[src/rtl/neuron_seq_pkg.sv]
// Shared types and defaults for the neuron MAC sequencer.
package neuron_seq_pkg;

   typedef enum logic [1:0] {
      IDLE  = 2'd0,
      FETCH = 2'd1,
      DRAIN = 2'd2,
      DONE  = 2'd3
   } state_t;

   localparam int unsigned NEURON_N     = 18;
   localparam int unsigned NEURON_DEPTH = 16;

   // Width of the accumulator that ReLU slices its activation from.
   localparam int unsigned RELU_ACC_W = 2 * NEURON_N;

endpackage

[src/rtl/neuron_seq_mac.sv]
// Signed NxN multiplier feeding a 2N-bit wrapping accumulator with synchronous clear.
module mac_clr_Nbits #(
   parameter int unsigned N = 18
) (
   input  logic                  clk,
   input  logic                  rst,
   input  logic                  clr,
   input  logic                  en,
   input  logic signed [N-1:0]   a,
   input  logic signed [N-1:0]   b,
   output logic signed [2*N-1:0] acc
);

   localparam int unsigned ACC_W = 2 * N;

   logic signed [ACC_W-1:0] prod;

   // Operands are sign-extended first so the low 2N bits hold the exact product.
   always_comb begin
      prod = ACC_W'(a) * ACC_W'(b);
   end

   always_ff @(posedge clk or negedge rst) begin
      if (!rst) begin
         acc <= '0;
      end else if (clr) begin
         acc <= '0;
      end else if (en) begin
         acc <= acc + prod;
      end
   end

endmodule

[src/rtl/neuron_seq.sv]
// Sequences one neuron's MAC pass over external W/X memory and presents the ReLU result.
module neuron_seq
   import neuron_seq_pkg::*;
#(
   parameter int unsigned N     = NEURON_N,
   parameter int unsigned DEPTH = NEURON_DEPTH,
   parameter int unsigned AW    = $clog2(DEPTH)
) (
   input  logic                clk,
   input  logic                rst,
   input  logic                start,
   input  logic [AW:0]         len,
   output logic                busy,
   output logic                mem_rd,
   output logic [AW-1:0]       mem_addr,
   input  logic signed [N-1:0] w_data,
   input  logic signed [N-1:0] x_data,
   output logic                out_valid,
   input  logic                out_ready,
   output logic [N-1:0]        out_data
);

   localparam int unsigned KW    = AW + 1;
   localparam int unsigned ACC_W = 2 * N;

   state_t                  state;
   logic [KW-1:0]           k_q;
   logic                    rd_dly;
   logic signed [ACC_W-1:0] acc;
   logic [KW-1:0]           k_c;
   logic                    clr_c;
   logic                    last_c;
   logic                    unused_acc_lsb;

   always_comb begin
      k_c    = (len > KW'(DEPTH)) ? KW'(DEPTH) : len;
      clr_c  = (state == IDLE) && start;
      last_c = (KW'(mem_addr) == (k_q - KW'(1)));
   end

   // Control FSM; address counter and read-valid delay register share the block.
   always_ff @(posedge clk or negedge rst) begin
      if (!rst) begin
         state     <= IDLE;
         k_q       <= '0;
         rd_dly    <= 1'b0;
         busy      <= 1'b0;
         mem_rd    <= 1'b0;
         mem_addr  <= '0;
         out_valid <= 1'b0;
      end else begin
         rd_dly <= mem_rd;
         case (state)
            IDLE: begin
               if (start) begin
                  k_q      <= k_c;
                  mem_addr <= '0;
                  busy     <= 1'b1;
                  if (k_c == '0) begin
                     state     <= DONE;
                     out_valid <= 1'b1;
                  end else begin
                     state  <= FETCH;
                     mem_rd <= 1'b1;
                  end
               end
            end
            FETCH: begin
               if (last_c) begin
                  state    <= DRAIN;
                  mem_rd   <= 1'b0;
                  mem_addr <= '0;
               end else begin
                  mem_addr <= mem_addr + AW'(1);
               end
            end
            DRAIN: begin
               state     <= DONE;
               out_valid <= 1'b1;
            end
            DONE: begin
               if (out_ready) begin
                  state     <= IDLE;
                  out_valid <= 1'b0;
                  busy      <= 1'b0;
               end
            end
            default: begin
               state <= IDLE;
            end
         endcase
      end
   end

   mac_clr_Nbits #(
      .N (N)
   ) u_mac (
      .clk (clk),
      .rst (rst),
      .clr (clr_c),
      .en  (rd_dly),
      .a   (w_data),
      .b   (x_data),
      .acc (acc)
   );

   // ReLU on the frozen accumulator; the low half is fractional and dropped.
   always_comb begin
      out_data = acc[ACC_W-1] ? '0 : acc[ACC_W-1:N];
   end

   assign unused_acc_lsb = ^acc[N-1:0];

endmodule

[config.mk]
export PLATFORM = sky130hd
export DESIGN_NAME = neuron_seq
export DESIGN_NICKNAME = d
export VERILOG_FILES = /design/src/rtl/neuron_seq_pkg.sv /design/src/rtl/neuron_seq_mac.sv /design/src/rtl/neuron_seq.sv
export SDC_FILE = /design/constraint.sdc
export NUM_CORES = 1
export LEC_CHECK = 0
export ABC_AREA = 1
export BUFFER_PORTS_ARGS = -buffer_cell sky130_fd_sc_hd__buf_4
export CORE_ASPECT_RATIO = 1.25
export CORE_UTILIZATION = 45
export DETAILED_ROUTE_END_ITERATION = 10
export PLACE_DENSITY_LB_ADDON = 0.05
export SLEW_MARGIN = 5
export SYNTH_ARGS = -nofsm -noshare
export SYNTH_HDL_FRONTEND = slang
export SYNTH_HIERARCHICAL = 1
export SYNTH_SLANG_ARGS = --single-unit
[constraint.sdc]
create_clock -name clk -period 3.9 [get_ports clk]
set_input_delay 0.78 -clock clk [delete_from_list [all_inputs] [get_ports clk]]
set_output_delay 0.78 -clock clk [all_outputs]
set_load 0.01 [all_outputs]
# == Word level (Yosys, flattened, before mapping) ==
# Index checks and enable logic that the tools add are counted.
# word_totals
inputBits,45
out_inout_bits,25
word_cells,57
ff_bits,51
# op_classes
reduce_logical,13
eq_ne,9
order_cmp,1
n_mux,22
add_sub_neg,3
multipliers,1
# op_table
op,n
two-way mux 36 bit,2
adder 36 bit,1
multiplier 18 x 18 -> 36 bit,1
two-way mux 17 bit,1
two-way mux 2 bit,4
two-way mux 4 bit,2
inequality test 2 bit (second input constant),4
case mux 2 bit (4 select lines),1
case mux 4 bit (2 select lines),1
AND reduction 4 bit,2
two-way mux 1 bit,7
AND reduction 3 bit,2
nonzero test 2 bit,3
equality test 4 x 5 -> 1 bit,1
> comparator 5 bit (second input constant),1
logical NOT 5 bit,1
two-way mux 5 bit,1
subtractor 5 x 1 -> 5 bit (second input constant),1
adder 4 x 1 -> 4 bit (second input constant),1
equality test 2 bit (second input constant),2
case mux 1 bit (2 select lines),2
AND reduction 2 bit,2
case mux 1 bit (3 select lines),1
nonzero test 3 bit,1
other kinds (4),4

# == Depth between registers and ports, before layout ==
# Gate-level depths: netlist of the first run.
# logic_depth
ltp_word,6
mapped_depth,29
depth_no_buf,27

# == Modules after synthesis ==
# Netlist of the first run, hierarchy kept.
# modules_own_cells
module,instances,seq_area_each_um2,cells_each,area_per_inst_um2
mac_clr_Nbits,1,900.9,2020,15548.7
neuron_seq,1,375.4,159,1044.8

# == Worst setup path after synthesis of the first run ==
# OpenSTA, ideal clock, no wires.
# synth_timing
path_kind,in2reg
start,input port x_data[1]
end,register u_mac.acc[34]
t_arrival_ns,6.407
setup_slack_ns,-2.624
stages,25
cell_sequence,clkbuf_1 > clkbuf_1 > nand2_1 > fa_1 > inv_1 > fa_1 > inv_1 > fa_1 > fa_1 > inv_1 > fa_1 > inv_1 > fa_1 > inv_1 > ha_1 > ha_1 > inv_1 > nor3_1 > nand2_1 > nor2_1 > nand2_1 > nand2_1 > nand2_1 > nand3_1 > nand2_1
# synth_via
elab_chain_len,4
# synth_rtl
item,line,text
"start, declared",neuron_seq.sv:17,"input logic signed [N-1:0] x_data,"
multiplier 18 x 18 -> 36 bit,neuron_seq_mac.sv:20,prod = ACC_W'(a) * ACC_W'(b);
adder 36 bit,neuron_seq_mac.sv:29,acc <= acc + prod;
two-way mux 36 bit,neuron_seq_mac.sv:28,end else if (en) begin
two-way mux 36 bit,neuron_seq_mac.sv:26,end else if (clr) begin
"end signal, assigned",neuron_seq_mac.sv:29,
"end, declared",neuron_seq_mac.sv:11,output logic signed [2*N-1:0] acc
# Every way passes these cells. The select of a mux whose other input is x is not followed.
# A chain may end at the register's enable or synchronous reset.

# == Worst setup path in the final report of the first run ==
# layout_timing
start,input port w_data[17]
end,register u_mac.acc[35]
# layout_via
elab_chain_len,4
# layout_rtl
item,line,text
"start, declared",neuron_seq.sv:16,"input logic signed [N-1:0] w_data,"
multiplier 18 x 18 -> 36 bit,neuron_seq_mac.sv:20,
adder 36 bit,neuron_seq_mac.sv:29,
two-way mux 36 bit,neuron_seq_mac.sv:28,
two-way mux 36 bit,neuron_seq_mac.sv:26,
# Every way passes these cells. The select of a mux whose other input is x is not followed.

==> results.sh, run 1 <==
export IMPL_vias_in_the_first_global_route=14587
export IMPL_synth_yosys_seq_area_share=0.0769
export IMPL_die_height_microns=217
export IMPL_min_period_ps=5770
export IMPL_yosys_warnings=6
export IMPL_initial_core_util=0.457
export IMPL_area_growth_syn_to_layout_pct=29.5
export IMPL_number_of_buffers_added_by_the_clock_tree_synthesis_step=5
export IMPL_post_cts_hold_buffer_count=0
export IMPL_floorplan_die_area_sq_mm=0.0377
export IMPL_endpoint_kind="register"
export IMPL_cpLargestDelayFamily="adder cells"
export IMPL_vias=13717
export IMPL_root_buffer="sky130_fd_sc_hd__clkbuf_16"
export IMPL_grt_pass1_wl_microns=75700
export IMPL_max_slew_margin=0.417
export IMPL_cts_tree="built"
export IMPL_report_final_hold_viol_count=0
export IMPL_detail_route_wirelength_microns=45600
export IMPL_syn_inst=2179
export IMPL_timing_final_ws_setup_ps=-1870
export IMPL_num_fill_cells=3402
export IMPL_overflow=0
export IMPL_r2r_worst_path_cells=19
export IMPL_groute_usage_overall=0.255
export IMPL_synth_ff_latch_count=51
export IMPL_hpwl_after_dpl_microns=39700
export IMPL_grt_antenna_before_repair=0
export IMPL_timing_hold_worst_path_depth=0
export IMPL_timing_setup_critical_path_class="primary input to register"
export IMPL_rows=78
export IMPL_period_share=1.48
export IMPL_routed_via_density=4.76
export IMPL_failed_checks="setup timing"
export IMPL_final_common_cell="sky130_fd_sc_hd__inv_1"
export IMPL_pre_cts_ws_ps=-2420
export IMPL_clock_tree_htree_level_count=2
export IMPL_crit_path_start_kind="primary input"
export IMPL_timing_fmax_mhz=173
export IMPL_setup_repair_after_global_routing_missed_its_margin="true"
export IMPL_synth_cell_area_sq_mm=0.0166
export IMPL_worst_path_buf_inv=7
export IMPL_post_route_drc_count=0
export IMPL_critPathRequiredTime_ps=4090
export IMPL_finalSetupViolCount=32
export IMPL_nets=2925
export IMPL_drt_antenna_violating_nets=0
export IMPL_routedWlPerCell_microns=15.8
export IMPL_placement_io_buffers=68
export IMPL_maxCapViolCount=0
export IMPL_clock_sinks=51
export IMPL_routabilityCongestion=0.875
export IMPL_highest_count_cells_in_the_layout_ignoring_fill_and_taps="655 x sky130_fd_sc_hd__inv_1, 476 x sky130_fd_sc_hd__nand2_1, 334 x sky130_fd_sc_hd__fa_1"
export IMPL_post_cts_clock_slew_at_the_launch_and_capture_registers_of_the_worst_setup_and_hold_paths_ps=80
export IMPL_path_cells="buf_12 > nand2_4 > fa_1 > inv_2 > fa_2 > clkinvlp_4 > buf_12 > fa_1 > inv_1 > fa_1 > fa_1 > fa_1 > ha_4 > ha_4 > nand2_4 > inv_1 > a21oi_4 > nand2_2 > a21oi_2 > nand2_2 > inv_1 > nand2_1 > nand3_1 > nand2_1"
export IMPL_report_final_slew_viol_count=0
export IMPL_clock_tree_buffer_depth=2
export IMPL_cp_peak_stage_delay_ps=590
export IMPL_multiInputGateArea_sq_mm=0.0141
export IMPL_final_layout_size_suffix_gt1_frac=0.267
export IMPL_timing_critical_path_fanout_max=12
export IMPL_hold_path_class="register to register"
export IMPL_fp_dieW_microns=174
export IMPL_critPathMostFrequentCell="sky130_fd_sc_hd__fa_1"
export IMPL_clk_latency_ps=310
export IMPL_synth_area_per_cell_sq_um=7.62
export IMPL_mappedNetlistNets=2704
export IMPL_crit_path_top_delay_cell="sky130_fd_sc_hd__fa_1"
export IMPL_critical_path_cell_count=24
export IMPL_cp_arrival_ps=5960
export IMPL_clock_skew_ps=10.1
export IMPL_outcome="complete, but fails checks"
export IMPL_tightest_slew_ps=873
export IMPL_drt_pass1_iter_count=5
export IMPL_n_antenna_cell=0
export IMPL_detail_route_iter0_violations=560
export IMPL_ioPinCount=70
export IMPL_grt_max_degree=52
export IMPL_synthDistinctLibCells=39
export IMPL_register_area_sq_mm=0.00128
export IMPL_core_area_sq_mm=0.0363
==> timing repair <==
item,in CTS,in global routing
pin swaps,96,128
resized for setup,165,173
cloned,0,1
setup buffers,17,33
endpoints found under the setup margin,32,33
==> registers in the layout, indices dropped and copies added (netlist names) <==
| name | flops |
|---|---|
| u_mac/acc | 36 |
| k_q | 5 |
| busy | 1 |
| out_valid | 1 |
| mem_addr | 4 |
| mem_rd | 1 |
| rd_dly | 1 |
| state | 2 |
==> worst reg2reg max path, stage by stage, from the launching register on <==
cell and delay (ps):
sky130_fd_sc_hd__dfrtp_1 460, sky130_fd_sc_hd__inv_1 100, sky130_fd_sc_hd__fa_1 530, sky130_fd_sc_hd__inv_1 50, sky130_fd_sc_hd__fa_1 480, sky130_fd_sc_hd__fa_1 570, sky130_fd_sc_hd__fa_1 450, sky130_fd_sc_hd__ha_1 330
sky130_fd_sc_hd__ha_4 300, sky130_fd_sc_hd__nand2_2 90, sky130_fd_sc_hd__inv_1 70, sky130_fd_sc_hd__nand2_2 90, sky130_fd_sc_hd__inv_1 90, sky130_fd_sc_hd__nand2_1 50, sky130_fd_sc_hd__nor3_1 170, sky130_fd_sc_hd__nand2_1 90
sky130_fd_sc_hd__nand3_1 70, sky130_fd_sc_hd__nand2_1 60, sky130_fd_sc_hd__nand3_2 80, sky130_fd_sc_hd__nand2_1 50
==> per-layer routing <==
metal  track usage  share of wire
met5             0              0
met4        0.0599          0.025
met3        0.0133          0.034
met2         0.449           0.51
met1         0.346           0.43
==> stage by stage <==
stage	setup TNS (ps)	instances	hold slack, ps	instance area [sq um]	util
after floorplan	-53130	2179	429	18000	-
after global placement	-65870	2829	412	19700	0.543
after detailed placement	-65720	2829	404	19700	0.543
after CTS	-51280	2850	434	20600	0.568
after global routing	-56870	2881	442	21500	0.592
final	-51390	2881	429	21500	0.592
==> area by class of cell <==
cell class,instances,area share
multi-input cells,1344,0.656
repair buffers,294,0.125
inverters,704,0.124
flip-flops and latches,51,0.0594
well taps,480,0.0279
clock buffers,5,0.00582
clock inverters,3,0.00105
==> synthesized netlist by cell type, drive strengths merged <==
library cell,count,area (sq um)
nand2,576,2190
and3,1,6.26
o22ai,12,75.1
or2,7,43.8
o21a,2,15.0
fa,362,7250
ha,118,1480
inv,703,2640
o21bai,2,15.0
nor4,1,6.26
xor2,3,26.3
nand4,11,68.8
clkinv,1,3.75
nand3b,4,30.0
xnor2,1,8.76
dfrtp,51,1280
a22o,3,26.3
clkbuf,72,270
nand3,46,245
buf,8,41.3
o31ai,1,7.51
a21oi,40,204
o211ai,1,7.51
nor3,4,20.0
conb,1,3.75
nor3b,1,12.5
a21o,2,15.0
nor2,107,414
o21ai,38,194
==> final timing paths <==
| kind | end | slack, ps | from |
|---|---|---|---|
| max in group asynchronous | u_mac/acc[5] | 2890 | rst |
| hold reg to reg | rd_dly | 430 | mem_rd |
| min in group asynchronous | u_mac/acc[31] | 530 | rst |
| setup / recovery | u_mac/acc[35] | -1870 | w_data[17] |
| hold / removal | rd_dly | 430 | mem_rd |
| setup reg to reg | u_mac/acc[29] | -390 | u_mac/acc[20] |
==> logic make-up (layout without fill, tap and decap cells) <==
| family | Yosys count | count (layout) | synth area share |
|---|---|---|---|
| buffers and inverters | 784 | 1006 | 0.178 |
| AND/OR/NAND/NOR | 758 | 758 | 0.183 |
| adder cells (fa/ha/maj) | 480 | 480 | 0.526 |
| AO/OA/AOI/OAI | 101 | 101 | 0.0337 |
| flip-flops | 51 | 51 | 0.0769 |
| XOR/XNOR | 4 | 4 | 0.00211 |
| other | 1 | 1 | 0.000226 |
Power of run 1 is not shown: default switching activity piles up to over one toggle a cycle in this logic, so the estimate is an artifact.
==> run 2: changes to the inputs <==
- CORE_MARGIN: unset -> 4
==> results.sh, run 2 (same netlist as run 1, synthesis figures left out) <==
export IMPL_placement_io_buffers=68
export IMPL_area_growth_syn_to_layout_pct=31.3
export IMPL_timing_setup_critical_path_class="primary input to register"
export IMPL_detail_route_wirelength_microns=45900
export IMPL_rows=78
export IMPL_highest_count_cells_in_the_layout_ignoring_fill_and_taps="644 x sky130_fd_sc_hd__inv_1, 468 x sky130_fd_sc_hd__nand2_1, 327 x sky130_fd_sc_hd__fa_1"
export IMPL_routed_via_density=4.69
export IMPL_registers_top_by_ff_count="u_mac/acc"
export IMPL_fp_dieW_microns=180
export IMPL_fin_util=0.599
export IMPL_reg2reg_slack_ps=-450
export IMPL_grt_antenna_before_repair=0
export IMPL_final_layout_size_suffix_gt1_frac=0.282
export IMPL_grt_max_degree=52
export IMPL_clock_tree_buffer_depth=2
export IMPL_root_buffer="sky130_fd_sc_hd__clkbuf_16"
export IMPL_core_area_sq_mm=0.0364
export IMPL_cp_arrival_ps=5930
export IMPL_vias_in_the_first_global_route=14752
export IMPL_holdWs_ps=422
export IMPL_clock_sinks=51
export IMPL_placedInstanceArea_sq_mm=0.0198
export IMPL_largest_registers="u_mac/acc x36, k_q x5, mem_addr x4"
export IMPL_final_common_cell="sky130_fd_sc_hd__inv_1"
export IMPL_period_share=1.47
export IMPL_crit_path_start_kind="primary input"
export IMPL_routabilityCongestion=0.907
export IMPL_maxCapViolCount=0
export IMPL_outcome="complete, but fails checks"
export IMPL_timing_final_ws_setup_ps=-1830
export IMPL_post_route_drc_count=0
export IMPL_routedWlPerCell_microns=15.8
export IMPL_min_period_ps=5730
export IMPL_endpoint_kind="register"
export IMPL_die_height_microns=223
export IMPL_report_final_slew_viol_count=0
export IMPL_worst_hold_path_endpoint="rd_dly"
export IMPL_clock_tree_htree_level_count=2
export IMPL_drt_antenna_violating_nets=0
export IMPL_largest_reg_flops=36
export IMPL_setup_repair_after_global_routing_missed_its_margin="true"
export IMPL_initial_core_util=0.456
export IMPL_cts_tree="built"
export IMPL_timing_fmax_mhz=175
export IMPL_r2r_worst_path_cells=17
export IMPL_worst_r2r_endpoint="u_mac/acc[28]"
export IMPL_clock_skew_ps=8.04
export IMPL_max_slew_margin=0.478
export IMPL_hold_start="mem_rd"
export IMPL_critPathRequiredTime_ps=4100
export IMPL_timing_critical_path_fanout_max=12
export IMPL_grt_pass1_wl_microns=76600
export IMPL_floorplan_die_area_sq_mm=0.0400
export IMPL_hpwl_after_dpl_microns=40100
export IMPL_finalSetupViolCount=32
export IMPL_critical_path_reg2reg_startpoint="u_mac/acc[18]"
export IMPL_report_final_hold_viol_count=0
export IMPL_number_of_buffers_added_by_the_clock_tree_synthesis_step=5
export IMPL_n_antenna_cell=0
export IMPL_failed_checks="setup timing"
export IMPL_drt_pass1_iter_count=5
export IMPL_timing_hold_worst_path_depth=0
export IMPL_ioPinCount=70
export IMPL_vias=13618
export IMPL_overflow=0
export IMPL_clk_latency_ps=310
export IMPL_hold_path_class="register to register"
export IMPL_detail_route_iter0_violations=561
export IMPL_tightest_slew_ps=783
export IMPL_post_cts_clock_slew_at_the_launch_and_capture_registers_of_the_worst_setup_and_hold_paths_ps=70
export IMPL_finalInstanceArea_sq_mm=0.0218
export IMPL_nets=2945
export IMPL_groute_usage_overall=0.236
## run 2: changes by cell type in the layout (fill, tap and decap cells not counted), sizes merged
cell,delta
clkbuf,+1
bufinv,+2
clkinv,-1
buf,+20
inv,-2
## run 2: cell type report
type	instances	area, sq um
fill	3344	14600
multi-input combinational	1344	14200
timing repair buffer	314	2900
inverter	704	2670
sequential	51	1280
tap	480	601
clock buffer	6	129
clock inverter	2	60.1
## run 2: routing by layer
metal	GRT usage	routed length, microns	up-vias	part of all wire
met2	0.415	23300	269	0.51
li1	-	-	6573	-
met3	0.0198	1600	67	0.035
met4	0.0531	1240	0	0.027
met1	0.321	19700	6709	0.43
met5	0	0	-	0
## run 2: worst max path at each step
stage                     startpoint             to  depth (start not counted)  slack, ps
after global placement    x_data[17]  u_mac/acc[24]                         22      -2550
after CTS                 w_data[17]  u_mac/acc[33]                         25      -1900
after floorplan            x_data[2]  u_mac/acc[33]                         25      -2180
after global routing       x_data[6]  u_mac/acc[34]                         23      -2070
final                     w_data[17]  u_mac/acc[33]                         25      -1830
after detailed placement  x_data[17]  u_mac/acc[24]                         22      -2520
## run 2: critical path, cell delays in order
cell                         delay, ps
sky130_fd_sc_hd__buf_12            120
sky130_fd_sc_hd__nand2_4            60
sky130_fd_sc_hd__fa_1              570
sky130_fd_sc_hd__inv_2              70
sky130_fd_sc_hd__fa_2              570
sky130_fd_sc_hd__clkinvlp_4        100
sky130_fd_sc_hd__buf_12            160
sky130_fd_sc_hd__fa_1              550
sky130_fd_sc_hd__inv_1              50
sky130_fd_sc_hd__fa_1              450
sky130_fd_sc_hd__fa_1              490
sky130_fd_sc_hd__inv_1              50
sky130_fd_sc_hd__fa_1              520
sky130_fd_sc_hd__inv_2              60
sky130_fd_sc_hd__ha_4              210
sky130_fd_sc_hd__ha_4              300
sky130_fd_sc_hd__nand2_2            90
sky130_fd_sc_hd__nor2_2            120
sky130_fd_sc_hd__inv_2              70
sky130_fd_sc_hd__nor4_4            190
sky130_fd_sc_hd__nand2_1           100
sky130_fd_sc_hd__nand2_1            60
sky130_fd_sc_hd__nand2_1            40
sky130_fd_sc_hd__nand3_1            60
sky130_fd_sc_hd__nand2_1            60
## run 2: per-stage QoR
| stage | setup TNS, ps | worst slack, ps | instances |
|---|---|---|---|
| 2_1_floorplan | -53130 | -2180 | 2179 |
| 5_1_grt | -57270 | -2070 | 2901 |
| 3_3_place_gp | -67160 | -2550 | 2850 |
| 4_1_cts | -51120 | -1900 | 2883 |
| 3_5_place_dp | -67360 | -2520 | 2850 |
| 6_report | -51050 | -1830 | 2901 |
## run 2: timing repair
item / CTS / global route
hold buffers: 0 / 0
setup buffers: 25 / 19
gates cloned: 0 / 1
pin swaps: 94 / 134
gates resized for setup: 198 / 191
endpoints found under the setup margin: 32 / 32
Power of run 2 is left out for the same reason.
==> run 3: changes to the inputs <==
- ABC_AREA: 1 -> unset
==> results.sh, run 3 <==
export IMPL_outcome="complete, but fails checks"
export IMPL_failed_checks="setup timing"
export IMPL_crit_path_start_kind="primary input"
export IMPL_timing_setup_critical_path_class="primary input to register"
export IMPL_synth_yosys_seq_area_share=0.0817
export IMPL_min_period_ps=6530
export IMPL_setup_total_negative_slack_ps=-65220
export IMPL_placed_cells=2368
export IMPL_drt_pass1_iter_count=5
export IMPL_overflow=0
export IMPL_period_share=1.67
export IMPL_report_final_hold_viol_count=0
export IMPL_finalSetupViolCount=32
export IMPL_nets=2460
export IMPL_synthTopCellsByArea="sky130_fd_sc_hd__fa_1 46%, sky130_fd_sc_hd__inv_1 10%, sky130_fd_sc_hd__ha_1 9.4%"
export IMPL_setup_repair_after_global_routing_missed_its_margin="true"
export IMPL_clock_tree_buffer_depth=2
export IMPL_maxCapViolCount=0
export IMPL_routabilityCongestion=0.887
export IMPL_hpwl_after_dpl_microns=35300
export IMPL_groute_usage_overall=0.222
export IMPL_tightest_slew_ps=719
export IMPL_number_of_buffers_added_by_the_clock_tree_synthesis_step=5
export IMPL_rows=76
export IMPL_synthDistinctLibCells=57
export IMPL_floorplan_die_area_sq_mm=0.0378
export IMPL_hold_start="mem_rd"
export IMPL_max_slew_margin=0.521
export IMPL_grt_pass1_wl_microns=66800
export IMPL_timing_fmax_mhz=153
export IMPL_ioPinCount=70
export IMPL_largest_registers="u_mac/acc x36, k_q x5, mem_addr x4"
export IMPL_largest_reg_flops=36
export IMPL_cts_tree="built"
export IMPL_vias_in_the_first_global_route=13029
export IMPL_layoutNonFillerInstCount=2404
export IMPL_highest_count_cells_in_the_layout_ignoring_fill_and_taps="398 x sky130_fd_sc_hd__inv_1, 337 x sky130_fd_sc_hd__fa_1, 249 x sky130_fd_sc_hd__buf_4"
export IMPL_initial_core_util=0.454
export IMPL_grt_max_degree=52
export IMPL_post_cts_hold_buffer_count=0
export IMPL_registers_top_by_ff_count="u_mac/acc"
export IMPL_drt_antenna_violating_nets=0
export IMPL_synth_top_area_cell="sky130_fd_sc_hd__fa_1"
export IMPL_report_final_slew_viol_count=0
export IMPL_fin_util=0.575
export IMPL_timing_critical_path_fanout_max=3
export IMPL_core_area_sq_mm=0.0344
export IMPL_hold_path_class="register to register"
export IMPL_clock_sinks=51
export IMPL_synth_area_per_cell_sq_um=9.35
export IMPL_mappedNetlistNets=2197
export IMPL_critical_path_startpoint="x_data[12]"
export IMPL_routed_via_density=4.86
export IMPL_synthArstFlopShare=1.00
export IMPL_count_of_flip_flops_with_a_built_in_enable_after_synthesis=0
export IMPL_detail_route_iter0_violations=411
export IMPL_final_layout_size_suffix_gt1_frac=0.258
export IMPL_post_cts_clock_slew_at_the_launch_and_capture_registers_of_the_worst_setup_and_hold_paths_ps=80
export IMPL_post_route_drc_count=0
export IMPL_yosys_cell_count_top_type="sky130_fd_sc_hd__inv_1"
export IMPL_cp_arrival_ps=6720
export IMPL_timing_final_ws_setup_ps=-2630
export IMPL_crit_end="u_mac/acc[33]"
export IMPL_fp_dieW_microns=175
export IMPL_yosys_warnings=6
export IMPL_detail_route_wirelength_microns=40100
export IMPL_synth_cell_area_sq_mm=0.0156
export IMPL_routedWlPerCell_microns=16.7
export IMPL_n_antenna_cell=0
export IMPL_endpoint_kind="register"
export IMPL_clock_skew_ps=14.2
export IMPL_synthDominantCellAreaShare=0.464
export IMPL_synth_commonest_cells="416 x sky130_fd_sc_hd__inv_1, 362 x sky130_fd_sc_hd__fa_1, 178 x sky130_fd_sc_hd__and2_1"
export IMPL_synth_ff_latch_count=51
export IMPL_synthFlopType="sky130_fd_sc_hd__dfrtp_1"
export IMPL_clock_tree_htree_level_count=2
export IMPL_grt_antenna_before_repair=0
export IMPL_worst_r2r_endpoint="u_mac/acc[33]"
export IMPL_reg2reg_slack_ps=-1210
export IMPL_final_common_cell="sky130_fd_sc_hd__inv_1"
export IMPL_r2r_worst_path_cells=18
export IMPL_syn_inst=1672
export IMPL_root_buffer="sky130_fd_sc_hd__clkbuf_16"
export IMPL_vias=11687
export IMPL_die_height_microns=216
export IMPL_area_growth_syn_to_layout_pct=26.6
export IMPL_critical_path_reg2reg_startpoint="u_mac/acc[16]"
export IMPL_critPathRequiredTime_ps=4090
export IMPL_placement_io_buffers=68
export IMPL_clk_latency_ps=320
run 3: cell count changes in the layout (fill, tap and decap cells not counted), sizes merged, moves of 10 or more:
cell | previous run | this run
a21o | 2 | 14
and2 | 0 | 178
xnor2 | 1 | 33
inv | 701 | 416
nor2 | 107 | 71
o22ai | 12 | 0
nand2b | 0 | 12
a21oi | 40 | 30
nor2b | 0 | 18
mux2i | 0 | 25
nand3 | 46 | 10
nand2 | 576 | 159
run 3: final cells by class:
type | count | area [sq um]
clock buffer | 5 | 125
inverter | 416 | 1570
fill | 3183 | 14600
tap | 468 | 586
multi-input combinational | 1148 | 13500
timing repair buffer | 313 | 2680
sequential | 51 | 1280
clock inverter | 3 | 27.5
run 3: critical path, stage by stage:
cell and delay [ps]:
sky130_fd_sc_hd__buf_6 90, sky130_fd_sc_hd__and2_4 150, sky130_fd_sc_hd__fa_1 550, sky130_fd_sc_hd__inv_2 50, sky130_fd_sc_hd__fa_1 540, sky130_fd_sc_hd__inv_2 40
sky130_fd_sc_hd__fa_1 540, sky130_fd_sc_hd__fa_1 450, sky130_fd_sc_hd__fa_1 460, sky130_fd_sc_hd__fa_1 510, sky130_fd_sc_hd__fa_2 470, sky130_fd_sc_hd__ha_4 190
sky130_fd_sc_hd__a211oi_4 220, sky130_fd_sc_hd__o21ai_1 80, sky130_fd_sc_hd__a221o_1 350, sky130_fd_sc_hd__or3_1 320, sky130_fd_sc_hd__a31o_1 250, sky130_fd_sc_hd__a41oi_2 210
sky130_fd_sc_hd__buf_4 150, sky130_fd_sc_hd__o21ai_2 60, sky130_fd_sc_hd__xnor2_1 150, sky130_fd_sc_hd__o21ai_1 90
run 3: worst min-delay path by stage:
stage | to | cells after the start
after CTS | rd_dly | 0
after detailed placement | rd_dly | 0
after global routing | rd_dly | 0
final | rd_dly | 0
after global placement | rd_dly | 0
after floorplan | rd_dly | 0
run 3: logic make-up after synthesis:
group | synth area share
simple gates | 0.154
compound gates | 0.0502
xor+xnor | 0.0241
flops | 0.0817
other cells | 0.000240
buf+inv | 0.114
fa+ha+maj | 0.558
mux | 0.0167
run 3: timing repair:
action / 4_1_cts / 5_1_grt
resized for setup: 119 / 74
pin swaps: 69 / 65
buffers inserted: 17 / 13
setup endpoints to repair: 32 / 32
run 3: routing by layer:
metal | wire (microns) | vias up | share of wire | track usage
met1 | 15500 | 6083 | 0.39 | 0.264
met4 | 1340 | 0 | 0.033 | 0.0668
met2 | 22600 | 115 | 0.56 | 0.423
met3 | 687 | 50 | 0.017 | 0.0227
met5 | 0 | - | 0 | 0
li1 | - | 5439 | - | -
run 3: per-stage QoR:
step | hold slack (ps) | instance area [sq um] | setup slack [ps]
after CTS | 419 | 19300 | -2640
after global placement | 393 | 18600 | -3050
after detailed placement | 399 | 18600 | -3090
after global routing | 441 | 19800 | -2780
final | 418 | 19800 | -2630
after floorplan | 435 | 16200 | -2770
Power of run 3 is left out for the same reason.
